<file path="src/rtl/ps2_matrix_keys.sv">
// ps2_matrix_keys: PS/2 set-2 scan-code parser feeding a ROWS x COLS key matrix.
// Handles E0/F0/E1 prefixes and keeps modifiers outside the matrix.
// Scan-code lookup is external (map_* ports) with MAP_LAT cycles of latency.
// Optional keyboard LED update path: `define KEYS_LED_TX_EN.
module ps2_matrix_keys #(
  parameter int                     ROWS      = 8,
  parameter int                     COLS      = 8,
  parameter int                     NMOD      = 4,
  parameter logic [NMOD-1:0][8:0]   MOD_CODES = '0,
  parameter int                     MAP_LAT   = 1,
  localparam int                    RW        = (ROWS > 1) ? $clog2(ROWS) : 1,
  localparam int                    CW        = (COLS > 1) ? $clog2(COLS) : 1
) (
  input  logic            clk,
  input  logic            reset,
  input  logic            rx_dsr,
  input  logic [7:0]      rx_q,
  output logic            rx_rden,
  input  logic            tx_busy,
  output logic            tx_wren,
  output logic [7:0]      tx_d,
  output logic [7:0]      map_code,
  output logic            map_ext,
  input  logic [RW-1:0]   map_row,
  input  logic [CW-1:0]   map_col,
  input  logic            map_err,
  input  logic            mask,
  input  logic [ROWS-1:0] rowselect,
  output logic [COLS-1:0] rowbits,
  output logic [NMOD-1:0] key_mod,
  output logic            key_pause,
  output logic            key_clear
`ifdef KEYS_LED_TX_EN
  ,
  input  logic [2:0]      led_state
`endif
);

  // LED states are only reachable when the LED update path is compiled in.
  typedef enum logic [3:0] {
    S_INIT, S_INIT_W, S_IDLE, S_RD, S_DEC, S_SKIP, S_SKIP_RD,
    S_LOOK, S_APPLY, S_FLUSH, S_LED_TW, S_LED_RW, S_LED_RR
  } state_e;

  localparam logic [1:0] LAT_INIT = (MAP_LAT > 0) ? 2'(MAP_LAT - 1) : 2'd0;

  state_e                     state_q, state_d;
  logic [7:0]                 byte_q, byte_d;
  logic                       ext_q, ext_d, brk_q, brk_d;
  logic [2:0]                 skip_q, skip_d;
  logic [1:0]                 lat_q, lat_d;
  logic [ROWS-1:0][COLS-1:0]  matrix_q, matrix_d;
  logic [NMOD-1:0]            key_mod_q, key_mod_d;
  logic [COLS-1:0]            rowbits_q, rowbits_d;
  logic                       rx_rden_q, rx_rden_d, tx_wren_q, tx_wren_d;
  logic [7:0]                 tx_d_q, tx_d_d, map_code_q, map_code_d;
  logic                       map_ext_q, map_ext_d;
  logic                       key_pause_q, key_pause_d, key_clear_q, key_clear_d;
  logic                       mod_hit, pos_ok;
  int                         mod_idx;
`ifdef KEYS_LED_TX_EN
  logic [2:0]                 led_q, led_sent_q, led_sent_d;
  logic                       led_ph_q, led_ph_d;
`endif

  // Modifier match (lowest index wins) and matrix position range check.
  always_comb begin
    mod_hit = 1'b0;
    mod_idx = 0;
    for (int i = NMOD - 1; i >= 0; i--) begin
      if (MOD_CODES[i] == {map_ext_q, map_code_q}) begin
        mod_hit = 1'b1;
        mod_idx = i;
      end
    end
    pos_ok = (int'(map_row) < ROWS) && (int'(map_col) < COLS);
  end

  // OR of all selected rows, registered below.
  always_comb begin
    rowbits_d = '0;
    for (int r = 0; r < ROWS; r++) begin
      if (rowselect[r]) rowbits_d = rowbits_d | matrix_q[r];
    end
  end

  // Next-state and datapath updates for the parser FSM.
  always_comb begin
    // NOTE: every variable gets a default here so no path can infer a latch.
    state_d     = state_q;
    byte_d      = byte_q;
    ext_d       = ext_q;
    brk_d       = brk_q;
    skip_d      = skip_q;
    lat_d       = lat_q;
    matrix_d    = matrix_q;
    key_mod_d   = key_mod_q;
    rx_rden_d   = 1'b0;
    tx_wren_d   = 1'b0;
    tx_d_d      = tx_d_q;
    map_code_d  = map_code_q;
    map_ext_d   = map_ext_q;
    key_pause_d = 1'b0;
    key_clear_d = 1'b0;
`ifdef KEYS_LED_TX_EN
    led_sent_d  = led_sent_q;
    led_ph_d    = led_ph_q;
`endif
    unique case (state_q)
      S_INIT: begin
        tx_wren_d = 1'b1;
        tx_d_d    = 8'hF4;
        state_d   = S_INIT_W;
      end
      // The strobe cycle itself is skipped so ps2tx has time to raise busy.
      S_INIT_W: if (!tx_wren_q && !tx_busy) state_d = S_IDLE;
      S_IDLE: begin
        if (rx_dsr) begin
          rx_rden_d = 1'b1;
          state_d   = S_RD;
        end
`ifdef KEYS_LED_TX_EN
        else if (led_q != led_sent_q) begin
          tx_wren_d  = 1'b1;
          tx_d_d     = 8'hED;
          led_sent_d = led_q;
          led_ph_d   = 1'b0;
          state_d    = S_LED_TW;
        end
`endif
      end
      S_RD: begin
        byte_d  = rx_q;
        state_d = S_DEC;
      end
      S_DEC: begin
        state_d = S_IDLE;
        case (byte_q)
          8'hE0: ext_d = 1'b1;
          8'hF0: brk_d = 1'b1;
          8'hE1: begin
            skip_d  = 3'd7;
            state_d = S_SKIP;
          end
          8'hAA, 8'h00, 8'hFF: state_d = S_FLUSH;
          default: begin
            map_code_d = byte_q;
            map_ext_d  = ext_q;
            lat_d      = LAT_INIT;
            state_d    = (MAP_LAT == 0) ? S_APPLY : S_LOOK;
          end
        endcase
      end
      S_SKIP: begin
        if (skip_q == 3'd0) begin
          key_pause_d = 1'b1;
          state_d     = S_IDLE;
        end else if (rx_dsr) begin
          rx_rden_d = 1'b1;
          state_d   = S_SKIP_RD;
        end
      end
      S_SKIP_RD: begin
        skip_d  = skip_q - 3'd1;
        state_d = S_SKIP;
      end
      S_LOOK: begin
        if (lat_q == 2'd0) state_d = S_APPLY;
        else               lat_d   = lat_q - 2'd1;
      end
      S_APPLY: begin
        if (mod_hit) begin
          key_mod_d[mod_idx] = !brk_q;
        end else if (!map_err && pos_ok) begin
          // Breaks ignore mask so a key pressed before the OSD opened cannot stick.
          if (brk_q)      matrix_d[map_row][map_col] = 1'b0;
          else if (!mask) matrix_d[map_row][map_col] = 1'b1;
        end
        ext_d   = 1'b0;
        brk_d   = 1'b0;
        state_d = S_IDLE;
      end
      S_FLUSH: begin
        matrix_d    = '0;
        key_mod_d   = '0;
        key_clear_d = 1'b1;
        ext_d       = 1'b0;
        brk_d       = 1'b0;
        state_d     = S_IDLE;
      end
`ifdef KEYS_LED_TX_EN
      S_LED_TW: if (!tx_wren_q && !tx_busy) state_d = S_LED_RW;
      S_LED_RW: begin
        if (rx_dsr) begin
          rx_rden_d = 1'b1;
          state_d   = S_LED_RR;
        end
      end
      S_LED_RR: begin
        state_d = S_IDLE;
        if (!led_ph_q && rx_q == 8'hFA) begin
          tx_wren_d  = 1'b1;
          tx_d_d     = {5'b0, led_q};
          led_sent_d = led_q;
          led_ph_d   = 1'b1;
          state_d    = S_LED_TW;
        end
      end
`endif
      default: state_d = S_IDLE;
    endcase
  end

  // State and output registers.
  always_ff @(posedge clk or posedge reset) begin
    if (reset) begin
      state_q     <= S_INIT;
      byte_q      <= '0;
      ext_q       <= 1'b0;
      brk_q       <= 1'b0;
      skip_q      <= '0;
      lat_q       <= '0;
      // NOTE: the matrix is a small flop array that must read as all-released
      // after reset, so it is reset like any other state (not a RAM).
      matrix_q    <= '0;
      key_mod_q   <= '0;
      rowbits_q   <= '0;
      rx_rden_q   <= 1'b0;
      tx_wren_q   <= 1'b0;
      tx_d_q      <= '0;
      map_code_q  <= '0;
      map_ext_q   <= 1'b0;
      key_pause_q <= 1'b0;
      key_clear_q <= 1'b0;
    end else begin
      // NOTE: non-blocking so every flop samples the pre-edge values.
      state_q     <= state_d;
      byte_q      <= byte_d;
      ext_q       <= ext_d;
      brk_q       <= brk_d;
      skip_q      <= skip_d;
      lat_q       <= lat_d;
      matrix_q    <= matrix_d;
      key_mod_q   <= key_mod_d;
      rowbits_q   <= rowbits_d;
      rx_rden_q   <= rx_rden_d;
      tx_wren_q   <= tx_wren_d;
      tx_d_q      <= tx_d_d;
      map_code_q  <= map_code_d;
      map_ext_q   <= map_ext_d;
      key_pause_q <= key_pause_d;
      key_clear_q <= key_clear_d;
    end
  end

`ifdef KEYS_LED_TX_EN
  // LED state sampling and record of the last value sent to the keyboard.
  always_ff @(posedge clk or posedge reset) begin
    if (reset) begin
      led_q      <= '0;
      led_sent_q <= '0;
      led_ph_q   <= 1'b0;
    end else begin
      led_q      <= led_state;
      led_sent_q <= led_sent_d;
      led_ph_q   <= led_ph_d;
    end
  end
`endif

  assign rx_rden   = rx_rden_q;
  assign tx_wren   = tx_wren_q;
  assign tx_d      = tx_d_q;
  assign map_code  = map_code_q;
  assign map_ext   = map_ext_q;
  assign rowbits   = rowbits_q;
  assign key_mod   = key_mod_q;
  assign key_pause = key_pause_q;
  assign key_clear = key_clear_q;

endmodule

</file>
<file path="config.mk">
export PLATFORM = sky130hd
export DESIGN_NAME = ps2_matrix_keys
export DESIGN_NICKNAME = d
export VERILOG_FILES = /design/src/rtl/ps2_matrix_keys.sv
export SDC_FILE = /design/constraint.sdc
export NUM_CORES = 1
export LEC_CHECK = 0
export CORE_MARGIN = 2
export CORE_UTILIZATION = 50
export DETAILED_ROUTE_END_ITERATION = 6
export GPL_ROUTABILITY_DRIVEN = 0
export PLACE_DENSITY = 0.72
export SYNTH_ARGS = -nofsm -noshare
export SYNTH_HDL_FRONTEND = slang
export SYNTH_SLANG_ARGS = --single-unit
</file>
<file path="constraint.sdc">
create_clock -name clk -period 5.2 [get_ports clk]
set_input_delay 1.3 -clock clk [delete_from_list [all_inputs] [get_ports clk]]
set_output_delay 1.3 -clock clk [all_outputs]
set_load 0.01 [all_outputs]
</file>
## After elaboration in Yosys (flattened, before gate mapping)

Index checks and enable logic that the tools add are counted.

| word-level totals | value |
|---|---|
| logic and storage cells | 140 |
| input port bits | 28 |
| flip-flop bits (word level) | 109 |

| cells by class | value |
|---|---|
| muxes and demuxes | 43 |
| add/sub/neg operators | 2 |
| equal/unequal tests | 27 |
| bitwise operators | 12 |
| order comparisons | 4 |
| reductions and logical operators | 28 |

Operator list:

| cell | number |
|---|---|
| $mux 64 | 4 |
| $pmux 64 s2 | 1 |
| $mux 8 | 9 |
| $and 64x64->64 | 1 |
| $not 64->64 | 1 |
| $or 64x64->64 | 1 |
| $or 8x8->8 | 7 |
| $eq 8x8->1 const B | 5 |
| $pmux 4 s8 | 1 |
| $demux 8 s3 | 1 |
| $ne 2x2->1 const B | 11 |
| $mux 4 | 5 |
| $eq 4x3->1 const B | 4 |
| $pmux 4 s3 | 1 |
| $reduce_and 2->1 | 6 |
| $mux 1 | 11 |
| $logic_not 9->1 | 1 |
| $eq 4x2->1 const B | 2 |
| $eq 4x4->1 const B | 2 |
| $logic_not 8->1 | 1 |
| $lt 3x4->1 const B | 2 |
| $pmux 4 s2 | 1 |
| $reduce_and 4->1 | 2 |
| $reduce_bool 2->1 | 4 |
| other kinds (21) | 32 |

## Depth between registers and ports, before layout

Gate-level depths: netlist (run 1).

| logic depth | value |
|---|---|
| depth after elaboration | 15 |
| gate-level depth with buffers | 8 |
| depth with buffers taken out | 6 |

## Worst setup path after synthesis (run 1)

Ideal clock, no wire load.

| path | value |
|---|---|
| kind | input -> register |
| from | input map_col[1] |
| to | register matrix_q[32] (netlist bit) |
| data required time | 5.066 ns |
| cell stages on the path | 6 |
| arrival time | 2.628 ns |
| path slack | 2.438 ns |
| path through | clkbuf_1 nor3_1 clkbuf_1 a21oi_1 o41ai_1 o21ai_1 |

| between the ends | value |
|---|---|
| longest elaborated chain between the ends | 12 |

Ends and longest elaborated chain:

| what | RTL line | text |
|---|---|---|
| start: declaration | 25 | `input logic [CW-1:0] map_col,` |
| $lt 3x4->1 (implied by the code) / $ge 3x1->1 (equally long branches) | 176, 177 |  |
| $logic_and 1x1->1 (implied by the code) | 176, 177 |  |
| $mux 1 (implied by the code) | 176, 177 |  |
| $demux 1 s3 * | 176, 177 |  |
| $mux 8 (implied by the code) * | 176, 177 |  |
| $demux 8 s3 * | 176, 177 |  |
| $or 64x64->64 (no line) / $not 64->64 (equally long branches) | n/a |  |
| $mux 64 / $and 64x64->64 (equally long branches) | n/a |  |
| $mux 64 * | 176 | `if (brk_q) matrix_d[map_row][map_col] = 1'b0;` |
| $mux 64 * | 174 | `end else if (!map_err && pos_ok) begin` |
| $mux 64 * | 172 | `if (mod_hit) begin` |
| $pmux 64 s2 * | 109 | `unique case (state_q)` |
| end signal: assignment | 243 | `matrix_q <= matrix_d;` |
| end: declaration | 52 | `logic [ROWS-1:0][COLS-1:0] matrix_q, matrix_d;` |

Every way passes the cells marked *; elsewhere a longest branch is shown, timed or not. The select of a mux whose other input is x is not followed.
A chain may end at the register's enable or synchronous reset.

## Worst setup path in the final report (run 1)

| path | value |
|---|---|
| from | input map_row[2] |
| to | register matrix_q[33] (netlist bit) |

| between the ends | value |
|---|---|
| longest elaborated chain between the ends | 10 |

Ends and longest elaborated chain:

| what | RTL line | text |
|---|---|---|
| start: declaration | 24 | `input logic [RW-1:0] map_row,` |
| $lt 3x4->1 (implied by the code) / $ge 3x1->1 (equally long branches) | 176, 177 |  |
| $logic_and 1x1->1 (implied by the code) | 176, 177 |  |
| $mux 8 (implied by the code) | 176, 177 |  |
| $demux 8 s3 * | 176, 177 |  |
| $or 64x64->64 (no line) / $not 64->64 (equally long branches) | n/a |  |
| $mux 64 / $and 64x64->64 (equally long branches) | n/a |  |
| $mux 64 * | 176 |  |
| $mux 64 * | 174 |  |
| $mux 64 * | 172 |  |
| $pmux 64 s2 * | 109 |  |

Marked as above.

==> PnR_summary.wiki, run 1 <==
{| class="wikitable"
! Metric !! Value
|-
| Outcome || complete, no violations
|-
| Clock buffer depth || 2
|-
| Startpoint kind of the worst setup timing path || primary input
|-
| Initial Util || 51.1%
|-
| Top cell type by total area after synthesis || dfrtp_1
|-
| Sequential group share of total power || 41.6%
|-
| Worst-Skew Late Latency || 0.36 ns
|-
| Clock power frac || 25.1%
|-
| Cell-internal power || 1.70 mW
|-
| Flip-flop and latch count after synthesis || 106
|-
| Sw Pwr || 0.988 mW
|-
| Post-Route Hold Slack || 0.496 ns
|-
| Post-CTS Setup Bufs || 0
|-
| Global-route usage over all layers || 25.3%
|-
| Unrepaired setup endpoints after global routing || false
|-
| DIE WIDTH || 112 µm
|-
| Critical Path RT || 5.43 ns
|-
| Net count of the finished layout || 651
|-
| Setup-failing EPs final || 0
|-
| Buffer and inverter count on the worst path || 1
|-
| Final ANT Viol Nets || 0
|-
| Pre-Repair DR Iteration Count || 5
|-
| CTS sink cnt || 106
|-
| # H-tree levels || 3
|-
| Most common flop cell mapped by yosys || dfrtp_1
|-
| Logic pwr share || 33.3%
|-
| Distinct cell type count after synthesis || 53
|-
| Layout fillers || 987
|-
| Ant diodes || 0
|-
| Sequential cell area fraction in the yosys report || 45.6%
|-
| Async set or reset register ratio after synthesis || 100%
|-
| Largest fanout on the critical path || 16
|-
| Non-filler instance count after layout || 767
|-
| Largest net degree at the start of global routing || 87
|-
| Total of buffers placed on input and output ports || 54
|-
| Core Box Area || 11,400 µm²
|-
| Sum of overflow across all layers after global routing || 0
|-
| Drt initial violations || 559
|-
| First-pass GRT wire length || 25.4 mm
|-
| Critical-path top delay cell || nor3b_2
|-
| Worst stage delay on the critical path || 0.93 ns
|-
| Via-to-Cell Ratio || 6.58
|-
| Vias in the first global route || 4,779
|-
| Min-Delay Path Class || register to register
|-
| Maximum Capacitance Violations || 0
|-
| Buffer cell driving the clock tree root || clkbuf_16
|-
| Clock buffer count from CTS || 9
|-
| Clock tree from TritonCTS || built
|-
| Number of synthesis warnings || 0
|-
| Number of buffers added to fix hold violations after cts || 0
|-
| Category of the most critical setup path || primary input to register
|-
| Top cells by area, synth || dfrtp_1 (46%), o41ai_1 (9.5%), a21oi_1 (5.7%)
|-
| Total power consumption of the routed design || 2.69 mW
|-
| Most common library cell in the layout ignoring fill and taps || dfrtp_1
|-
| Final critical-path share of the clock period || 61.7%
|-
| Worst slew slack as a fraction of its limit || 25.9%
|-
| Die extent in y || 112 µm
|-
| Number of antenna violations at the first check in global routing || 0
|-
| Average wire per cell in the routed design || 20.3 µm
|-
| Number of endpoints with negative hold slack in the final report || 0
|-
| Share of the core filled with cells in the final layout || 57.1%
|-
| Critical Path AT || 3.44 ns
|-
| Total length of routed wires || 15.6 mm
|-
| Proportion of total power due to net switching || 36.8%
|-
| Worst Max-Slew Pin Slew || 1.11 ns
|-
| Overall die area || 12,500 µm²
|-
| Max Transition Viols Final || 0
|-
| Number of rows in the core area || 39
|-
| Top cell type's share of synthesized area || 45.6%
|-
| EDFF count, synth || 0
|-
| CP Capture Type || register
|-
| Estimated wirelength of the detail-placed design || 9.21 mm
|-
| Post-synthesis to final-layout area growth || 11.7%
|-
| Power per unit of standard cell area || 414 nW/µm²
|-
| Largest delay share family, worst path || simple AND/OR/NAND/NOR gates
|-
| Drt drc || 0
|-
| Achievable Freq || 0.312 GHz
|-
| Avg Synthesized Cell Area || 9.21 µm²
|-
| Clock input transition at the sequential cells of the worst setup and hold paths || 0.07 ns
|-
| Post-CTS Resized || 0
|-
| Leakage component of the power || 2.45 nW
|-
| DR vias || 5,044
|-
| Sequential cell area || 2650 µm²
|-
| Final-layout setup total negative slack || 0 ns
|-
| Summed instance area of the synthesized netlist || 5810 µm²
|-
| Peak VDD IR || 0.000322 V
|-
| Highest-count cells in the layout ignoring fill and taps || dfrtp_1 (105), nand2_1 (72), a21oi_1 (65)
|-
| Synthesized instance count || 631
|-
| Multi-input logic area || 2730 µm²
|-
| Setup Skew || 0.00756 ns
|-
| Reg-to-reg setup timing slack || 2.15 ns
|-
| Fraction of final layout cells sized beyond drive strength 1 || 8.97%
|-
| I/O Pins || 61
|-
| Total placed cells including tap cells || 752
|-
| Chain of cells forming the critical path || clkdlybuf4s50_1, nor3b_2, a21oi_1, o41ai_1, o21ai_1
|-
| Post-layout minimum cycle time || 3.21 ns
|}
cell families after synthesis:
family          share of synthesized area (%)
compound gates                           27.8
flops                                    45.6
mux                                      3.10
other cells                            0.0645
fa+ha+maj                               0.646
xor+xnor                                0.151
buf+inv                                  7.94
simple gates                             14.7
layout make-up:
| class | count | area share [%] |
|---|---|---|
| Clock buffer | 10 | 3.53 |
| Clock inverter | 5 | 0.867 |
| Inverter | 7 | 0.443 |
| Multi-Input combinational cell | 432 | 42.1 |
| Sequential cell | 106 | 40.9 |
| Tap cell | 143 | 2.75 |
| Timing Repair Buffer | 64 | 9.48 |
state kept, by name (all words and copies together) (netlist names), 2 cells and up:
signal and flops:
matrix_q 64, byte_q 8, map_code 8, rowbits 8, state_q 4, skip_q 3
lat_q 2
cells in the mapped netlist, types with 2 or more instances:
| master | number |
|---|---|
| nor3b_2 | 7 |
| dfrtp_1 | 106 |
| buf_6 | 6 |
| inv_1 | 7 |
| nor3b_1 | 3 |
| ha_1 | 3 |
| o21ai_1 | 60 |
| buf_2 | 6 |
| a22oi_1 | 32 |
| clkbuf_1 | 68 |
| or3_1 | 2 |
| a211oi_1 | 2 |
| nand2_1 | 72 |
| o41ai_1 | 63 |
| buf_4 | 11 |
| nor2b_1 | 3 |
| mux2_1 | 3 |
| a21oi_1 | 66 |
| nor3_1 | 9 |
| and3_1 | 2 |
| nor4_1 | 4 |
| mux2_2 | 13 |
| or2_2 | 2 |
| nand3_1 | 2 |
| or4_1 | 4 |
| a31oi_1 | 4 |
| nand4_1 | 11 |
| o21ai_0 | 9 |
| nor2_1 | 13 |
| o31ai_1 | 2 |
| nand3b_1 | 3 |
| nand2b_1 | 7 |
| and3b_1 | 6 |
worst register-to-register path: stages, from the launching register on:
cell,delay [ns]
dfrtp_1,0.64
nor2b_1,0.29
nand2b_2,0.07
buf_4,0.33
or4b_2,1.06
buf_4,0.39
o21ai_1,0.21
path summary, 6_finish.rpt:
check / from / endpoint / cells past startpoint
min in group asynchronous: reset / lat_q[0]$_DFFE_PP0P_ / 2
worst min-delay path: skip_q[0]$_DFFE_PP0P_ / skip_q[0]$_DFFE_PP0P_ / 1
max in group asynchronous: reset / matrix_q[4]$_DFFE_PP0P_ / 3
worst max-delay path: map_row[2] / matrix_q[33]$_DFFE_PP0P_ / 5
worst min register to register: skip_q[0]$_DFFE_PP0P_ / skip_q[0]$_DFFE_PP0P_ / 1
worst max register to register: state_q[3]$_DFFE_PP0P_ / matrix_q[26]$_DFFE_PP0P_ / 6
power groups by stage:
| stage | Clock (mW) | Sequential, mW | Combinational [mW] |
|---|---|---|---|
| global route | 0.713 | 1.14 | 0.987 |
| global placement | 0 | 1.12 | 0.858 |
| CTS | 0.683 | 1.12 | 0.890 |
| floorplan | 0 | 1.07 | 0.662 |
| detailed placement | 0 | 1.13 | 0.884 |
| finish | 0.674 | 1.12 | 0.895 |
per-stage QoR:
| stage | instance area [µm²] | setup WS, ns |
|---|---|---|
| after floorplan | 5830 | 1.11 |
| after global placement | 6210 | 1.70 |
| after detailed placement | 6210 | 1.68 |
| after CTS | 6490 | 2.05 |
| after global routing | 6490 | 1.83 |
| final | 6490 | 1.99 |
per-layer routing:
layer / vias up / GRT usage (%) / wire (µm)
met2: 233 / 37.6 / 7070
met1: 2436 / 35.6 / 6780
met5: - / 0 / 0
li1: 2337 / - / -
met3: 38 / 4.84 / 1240
met4: 0 / 12.2 / 481
Note: power is estimated with default switching activity, not from simulation.
==> run 2: changes to the inputs <==
Settings changed: PLACE_DENSITY 0.72 to 0.75.
Clock period 5.2 ns to 2.6 ns, I/O delays scaled along.
==> PnR_summary.wiki, run 2 (synthesized netlist as in run 1, its figures left out) <==
{| class="wikitable"
! Metric !! Value
|-
| Outcome || finished with violations (was complete, no violations)
|-
| Violations in the final reports || DRC
|-
| Most common library cell in the layout ignoring fill and taps || dfrtp_1 (unchanged)
|-
| Proportion of total power due to net switching || 35.3% (was 36.8%)
|-
| Buffer and inverter count on the worst path || 2 (was 1)
|-
| Ant diodes || 0 (unchanged)
|-
| Number of antenna violations at the first check in global routing || 0 (unchanged)
|-
| Post-CTS Resized || 0 (unchanged)
|-
| Number of endpoints with negative hold slack in the final report || 0 (unchanged)
|-
| Share of the core filled with cells in the final layout || 59.9% (was 57.1%)
|-
| Critical Path AT || 2.40 ns (was 3.44 ns)
|-
| Drt drc || 1 (was 0)
|-
| Clock input transition at the sequential cells of the worst setup and hold paths || 0.07 ns (about the same)
|-
| Chain of cells forming the critical path || clkdlybuf4s50_1, and3b_1, buf_4, a21oi_1, o41ai_1, o21ai_1 (was clkdlybuf4s50_1, nor3b_2, a21oi_1, o41ai_1, o21ai_1)
|-
| Sequential group share of total power || 38.2% (was 41.6%)
|-
| Clock buffer depth || 2 (unchanged)
|-
| Maximum Capacitance Violations || 0 (unchanged)
|-
| Via-to-Cell Ratio || 6.63 (was 6.58)
|-
| I/O Pins || 61 (unchanged)
|-
| Logic pwr share || 34.3% (was 33.3%)
|-
| DIE WIDTH || 112 µm (unchanged)
|-
| # H-tree levels || 3 (unchanged)
|-
| Clock tree from TritonCTS || built (unchanged)
|-
| Core Box Area || 11,400 µm² (unchanged)
|-
| Peak VDD IR || 0.000693 V (was 0.000322 V)
|-
| Startpoint kind of the worst setup timing path || primary input (unchanged)
|-
| Min-Delay Path Class || register to register (unchanged)
|-
| Fraction of final layout cells sized beyond drive strength 1 || 12.4% (was 8.97%)
|-
| Estimated wirelength of the detail-placed design || 9.35 mm (was 9.21 mm)
|-
| Largest fanout on the critical path || 12 (was 16)
|-
| Setup Skew || 0.00971 ns (was 0.00756 ns)
|-
| Highest-count cells in the layout ignoring fill and taps || dfrtp_1 (105), nand2_1 (72), a21oi_1 (65) (unchanged)
|-
| Final critical-path share of the clock period || 84.4%
|-
| Non-filler instance count after layout || 790 (was 767)
|-
| Largest delay share family, worst path || buffers and inverters (was simple AND/OR/NAND/NOR gates)
|-
| CTS sink cnt || 106 (unchanged)
|-
| Global-route usage over all layers || 25.6% (was 25.3%)
|-
| Leakage component of the power || 2.62 nW (was 2.45 nW)
|-
| Total length of routed wires || 15.9 mm (was 15.6 mm)
|-
| DR vias || 5,238 (was 5,044)
|-
| Layout fillers || 979 (was 987)
|-
| Average wire per cell in the routed design || 20.1 µm (was 20.3 µm)
|-
| Largest net degree at the start of global routing || 81 (was 87)
|-
| Pre-Repair DR Iteration Count || 7 (was 5)
|-
| Setup-failing EPs final || 0 (unchanged)
|-
| Total of buffers placed on input and output ports || 54 (unchanged)
|-
| Post-synthesis to final-layout area growth || 17.2% (was 11.7%)
|-
| Category of the most critical setup path || primary input to register (unchanged)
|-
| Worst stage delay on the critical path || 0.72 ns (was 0.93 ns)
|-
| Achievable Freq || 0.456 GHz
|-
| Critical Path RT || 2.81 ns (was 5.43 ns)
|-
| Net count of the finished layout || 674 (was 651)
|-
| Flip-flop count of the largest register, all copies and words added || 64 (unchanged)
|-
| Post-layout minimum cycle time || 2.19 ns
|-
| Slack of the critical path || 0.405 ns (was 1.99 ns)
|-
| Power per unit of standard cell area || 835 nW/µm² (was 414 nW/µm²)
|-
| Die extent in y || 112 µm (unchanged)
|-
| Worst slew slack as a fraction of its limit || 50.2% (was 25.9%)
|-
| CP Capture Type || register (unchanged)
|-
| Clock buffer count from CTS || 9 (unchanged)
|-
| Final ANT Viol Nets || 0 (unchanged)
|-
| Worst Max-Slew Pin Slew || 0.747 ns (was 1.11 ns)
|-
| Number of rows in the core area || 39 (unchanged)
|-
| Post-CTS Setup Bufs || 0 (unchanged)
|-
| Vias in the first global route || 5,007 (was 4,779)
|-
| Cell-internal power || 3.68 mW (was 1.70 mW)
|-
| Initial Util || 51.1% (unchanged)
|-
| Max Transition Viols Final || 0 (unchanged)
|-
| Unrepaired setup endpoints after global routing || false (unchanged)
|-
| Setup WS pre-CTS || 0.103 ns (was 1.68 ns)
|-
| Buffer cell driving the clock tree root || clkbuf_16 (unchanged)
|-
| Total placed cells including tap cells || 775 (was 752)
|-
| Drt initial violations || 501 (was 559)
|-
| Critical-path top delay cell || clkdlybuf4s50_1 (was nor3b_2)
|-
| Overall die area || 12,500 µm² (unchanged)
|-
| Largest register by flop count || matrix_q (unchanged)
|-
| Final-layout setup total negative slack || 0 ns (unchanged)
|-
| Sw Pwr || 2.01 mW (was 0.988 mW)
|-
| Worst-Skew Late Latency || 0.35 ns (was 0.36 ns)
|-
| Sum of overflow across all layers after global routing || 0 (unchanged)
|-
| Number of buffers added to fix hold violations after cts || 0 (unchanged)
|-
| Clock power frac || 27.5% (was 25.1%)
|-
| First-pass GRT wire length || 26.0 mm (was 25.4 mm)
|}
## run 2: changes by cell type in the layout (fill, tap and decap cells not counted), sizes merged
cell / delta
buf: +23
bufinv: +2
clkinv: -2
clkinvlp: +1
inv: -1
## run 2: path summary, 6_finish.rpt
| path | startpoint | to | slack, ns | depth (start not counted) |
|---|---|---|---|---|
| max reg2reg | state_q[0]$_DFFE_PP0P_ | state_q[0]$_DFFE_PP0P_ | 0.46 | 5 |
| max | map_col[0] | matrix_q[19]$_DFFE_PP0P_ | 0.41 | 6 |
| min | skip_q[0]$_DFFE_PP0P_ | skip_q[0]$_DFFE_PP0P_ | 0.50 | 1 |
| min reg2reg | skip_q[0]$_DFFE_PP0P_ | skip_q[0]$_DFFE_PP0P_ | 0.50 | 1 |
| max in group asynchronous | reset | matrix_q[54]$_DFFE_PP0P_ | 1.47 | 3 |
| min in group asynchronous | reset | rx_rden$_DFF_PP0_ | 0.77 | 3 |
## run 2: cell type report
cell class | count | area [µm²] | area share (%)
clock inverter | 5 | 103 | 1.51
timing repair buffer | 87 | 876 | 12.9
multi-input combinational | 432 | 2730 | 40.1
inverter | 7 | 30.0 | 0.441
sequential | 106 | 2650 | 39.0
tap | 143 | 179 | 2.63
clock buffer | 10 | 239 | 3.51
## run 2: stage by stage
step / hold slack (ns) / power [mW] / instance area (µm²)
after detailed placement: 0.488 / 4.11 / 6470
after global routing: 0.507 / 5.99 / 6810
final: 0.498 / 5.69 / 6810
after CTS: 0.499 / 5.69 / 6810
after floorplan: 0.457 / 3.47 / 5840
after global placement: 0.479 / 4.04 / 6470
## run 2: power by group through the flow
stage,clock (mW),combinational (mW),sequential [mW]
finish,1.56,1.95,2.17
global route,1.64,2.13,2.22
CTS,1.58,1.93,2.17
detailed placement,0,1.92,2.19
global placement,0,1.85,2.18
floorplan,0,1.32,2.14
## run 2: routing by layer
layer / track usage [%] / routed length (µm) / vias to the layer above
met5: 0 / 0 / -
met3: 4.30 / 1340 / 37
met2: 40.2 / 7450 / 265
met1: 35.4 / 6690 / 2547
li1: - / - / 2389
met4: 10.9 / 416 / 0
==> run 3: changes to the inputs <==
Settings changed: PLACE_DENSITY 0.75 to 0.72.
Clock period 2.6 ns to 2.1 ns, I/O delays scaled along.
==> PnR_summary.wiki, run 3 (synthesized netlist as in run 1, its figures left out) <==
{| class="wikitable"
! Metric !! Value
|-
| Outcome || complete, no violations (was finished with violations)
|-
| Fraction of final layout cells sized beyond drive strength 1 || 16.5% (was 12.4%)
|-
| DR vias || 5,374 (was 5,238)
|-
| Drt initial violations || 598 (was 501)
|-
| Initial Util || 51.1% (unchanged)
|-
| Critical Path RT || 2.37 ns (was 2.81 ns)
|-
| Unrepaired setup endpoints after global routing || true (was false)
|-
| Ant diodes || 0 (unchanged)
|-
| Global-route usage over all layers || 27.4% (was 25.6%)
|-
| Maximum Capacitance Violations || 0 (unchanged)
|-
| Number of rows in the core area || 39 (unchanged)
|-
| Max Transition Viols Final || 0 (unchanged)
|-
| Number of antenna violations at the first check in global routing || 0 (unchanged)
|-
| Slack of the critical path || 0.0501 ns (was 0.405 ns)
|-
| Drt drc || 0 (was 1)
|-
| # H-tree levels || 3 (unchanged)
|-
| Peak VDD IR || 0.000633 V (was 0.000693 V)
|-
| Largest register by flop count || matrix_q (unchanged)
|-
| Number of endpoints with negative hold slack in the final report || 0 (unchanged)
|-
| Average wire per cell in the routed design || 20.3 µm (was 20.1 µm)
|-
| Largest net degree at the start of global routing || 107 (was 81)
|-
| Die extent in y || 112 µm (unchanged)
|-
| Worst slew slack as a fraction of its limit || 50.0% (was 50.2%)
|-
| Startpoint kind of the worst setup timing path || register (was primary input)
|-
| Flip-flop count of the largest register, all copies and words added || 64 (unchanged)
|-
| Overall die area || 12,500 µm² (unchanged)
|-
| Highest-count cells in the layout ignoring fill and taps || dfrtp_1 (105), nand2_1 (72), a21oi_1 (64) (was dfrtp_1 (105), nand2_1 (72), a21oi_1 (65))
|-
| Core Box Area || 11,400 µm² (unchanged)
|-
| Achievable Freq || 0.488 GHz
|-
| Min-Delay Path Class || register to register (unchanged)
|-
| Vias in the first global route || 5,147 (was 5,007)
|-
| CTS sink cnt || 106 (unchanged)
|-
| Share of the core filled with cells in the final layout || 62.2% (was 59.9%)
|-
| Buffer cell driving the clock tree root || clkbuf_16 (unchanged)
|-
| Clock buffer depth || 2 (unchanged)
|-
| Total length of routed wires || 16.7 mm (was 15.9 mm)
|-
| Net count of the finished layout || 706 (was 674)
|-
| Pre-Repair DR Iteration Count || 5 (was 7)
|-
| Clock input transition at the sequential cells of the worst setup and hold paths || 0.07 ns (about the same)
|-
| Final critical-path share of the clock period || 97.6%
|-
| Total of buffers placed on input and output ports || 54 (unchanged)
|-
| Sum of overflow across all layers after global routing || 0 (unchanged)
|-
| Via-to-Cell Ratio || 6.54 (was 6.63)
|-
| Post-synthesis to final-layout area growth || 21.6% (was 17.2%)
|-
| Setup-failing EPs final || 0 (unchanged)
|-
| Worst Max-Slew Pin Slew || 0.749 ns (was 0.747 ns)
|-
| Largest fanout on the critical path || 31 (was 12)
|-
| Clock buffer count from CTS || 9 (unchanged)
|-
| Category of the most critical setup path || register to register (was primary input to register)
|-
| Leakage component of the power || 2.82 nW (was 2.62 nW)
|-
| First-pass GRT wire length || 27.6 mm (was 26.0 mm)
|-
| Worst-Skew Late Latency || 0.35 ns (about the same)
|-
| I/O Pins || 61 (unchanged)
|-
| Post-layout minimum cycle time || 2.05 ns
|-
| Most common library cell in the layout ignoring fill and taps || dfrtp_1 (unchanged)
|-
| Estimated wirelength of the detail-placed design || 9.84 mm (was 9.35 mm)
|-
| Setup WS pre-CTS || -0.248 ns (was 0.103 ns)
|-
| CP Capture Type || register (unchanged)
|-
| Power per unit of standard cell area || 980 nW/µm² (was 835 nW/µm²)
|-
| Critical Path AT || 2.32 ns (was 2.40 ns)
|-
| Setup Skew || 0.00604 ns (was 0.00971 ns)
|-
| Clock tree from TritonCTS || built (unchanged)
|-
| Final ANT Viol Nets || 0 (unchanged)
|-
| DIE WIDTH || 112 µm (unchanged)
|}
-- run 3: cell count changes in the layout (fill, tap and decap cells not counted), moves of 2 or more --
cell             change
buf_4               +28
clkdlybuf4s50_1      -3
dlymetal6s2s_1       +3
buf_6                +2
bufinv_16            -2
clkbuf_1             +2
-- run 3: power by group --
group / internal, mW / leakage (nW) / switching, mW
sequential: 2.36 / 1.42 / 0.289
combinational: 1.12 / 1.25 / 1.49
clock: 0.948 / 0.142 / 0.721
total: 4.43 / 2.82 / 2.50
-- run 3: final timing paths --
kind	startpoint	end	slack (ns)	cells after the start
setup / recovery	state_q[3]$_DFFE_PP0P_	matrix_q[33]$_DFFE_PP0P_	0.05	5
min in group asynchronous	reset	lat_q[0]$_DFFE_PP0P_	0.67	3
max in group asynchronous	reset	matrix_q[26]$_DFFE_PP0P_	0.96	3
hold / removal	matrix_q[50]$_DFFE_PP0P_	matrix_q[50]$_DFFE_PP0P_	0.50	2
setup reg to reg	state_q[3]$_DFFE_PP0P_	matrix_q[33]$_DFFE_PP0P_	0.05	5
hold reg to reg	matrix_q[50]$_DFFE_PP0P_	matrix_q[50]$_DFFE_PP0P_	0.50	2
-- run 3: worst max-delay path, cell delays in order (launching register included) --
cell	delay, ns
dfrtp_1	0.43
nor2b_1	0.18
and4_2	0.27
or4b_4	0.58
bufbuf_16	0.34
o21ai_1	0.16
-- run 3: repair_timing --
item	in CTS	in global routing
endpoints found under the setup margin	11	22
setup buffers	2	0
gates resized for setup	2	7
pin swaps	1	1
hold buffers	0	0
cloned	1	0
-- run 3: area by class of cell --
type / count / area (µm²)
clock inverter: 3 / 40.0
tap: 143 / 179
sequential: 106 / 2650
multi-input combinational: 432 / 2750
inverter: 7 / 30.0
timing repair buffer: 119 / 1170
clock buffer: 12 / 246
fill: 977 / 4300
-- run 3: routing by layer --
metal / vias up / global-route usage (%) / wire [µm]
met5: - / 0 / 0
met4: 0 / 11.6 / 484
met3: 45 / 3.86 / 1500
met2: 273 / 42.2 / 7780
met1: 2616 / 39.1 / 6900
li1: 2440 / - / -
-- run 3: metrics by stage --
| stage | hold WS (ns) | area, µm² | total power, mW | instances | setup TNS (ns) |
|---|---|---|---|---|---|
| 6_report | 0.501 | 7070 | 6.93 | 822 | 0 |
| 5_1_grt | 0.537 | 7070 | 7.31 | 822 | -0.0257 |
| 4_1_cts | 0.505 | 7050 | 6.91 | 822 | 0 |
| 3_5_place_dp | 0.491 | 6710 | 5.20 | 804 | -12.63 |
| 3_3_place_gp | 0.476 | 6710 | 5.10 | 804 | -9.88 |
| 2_1_floorplan | 0.457 | 5840 | 4.29 | 636 | 0 |
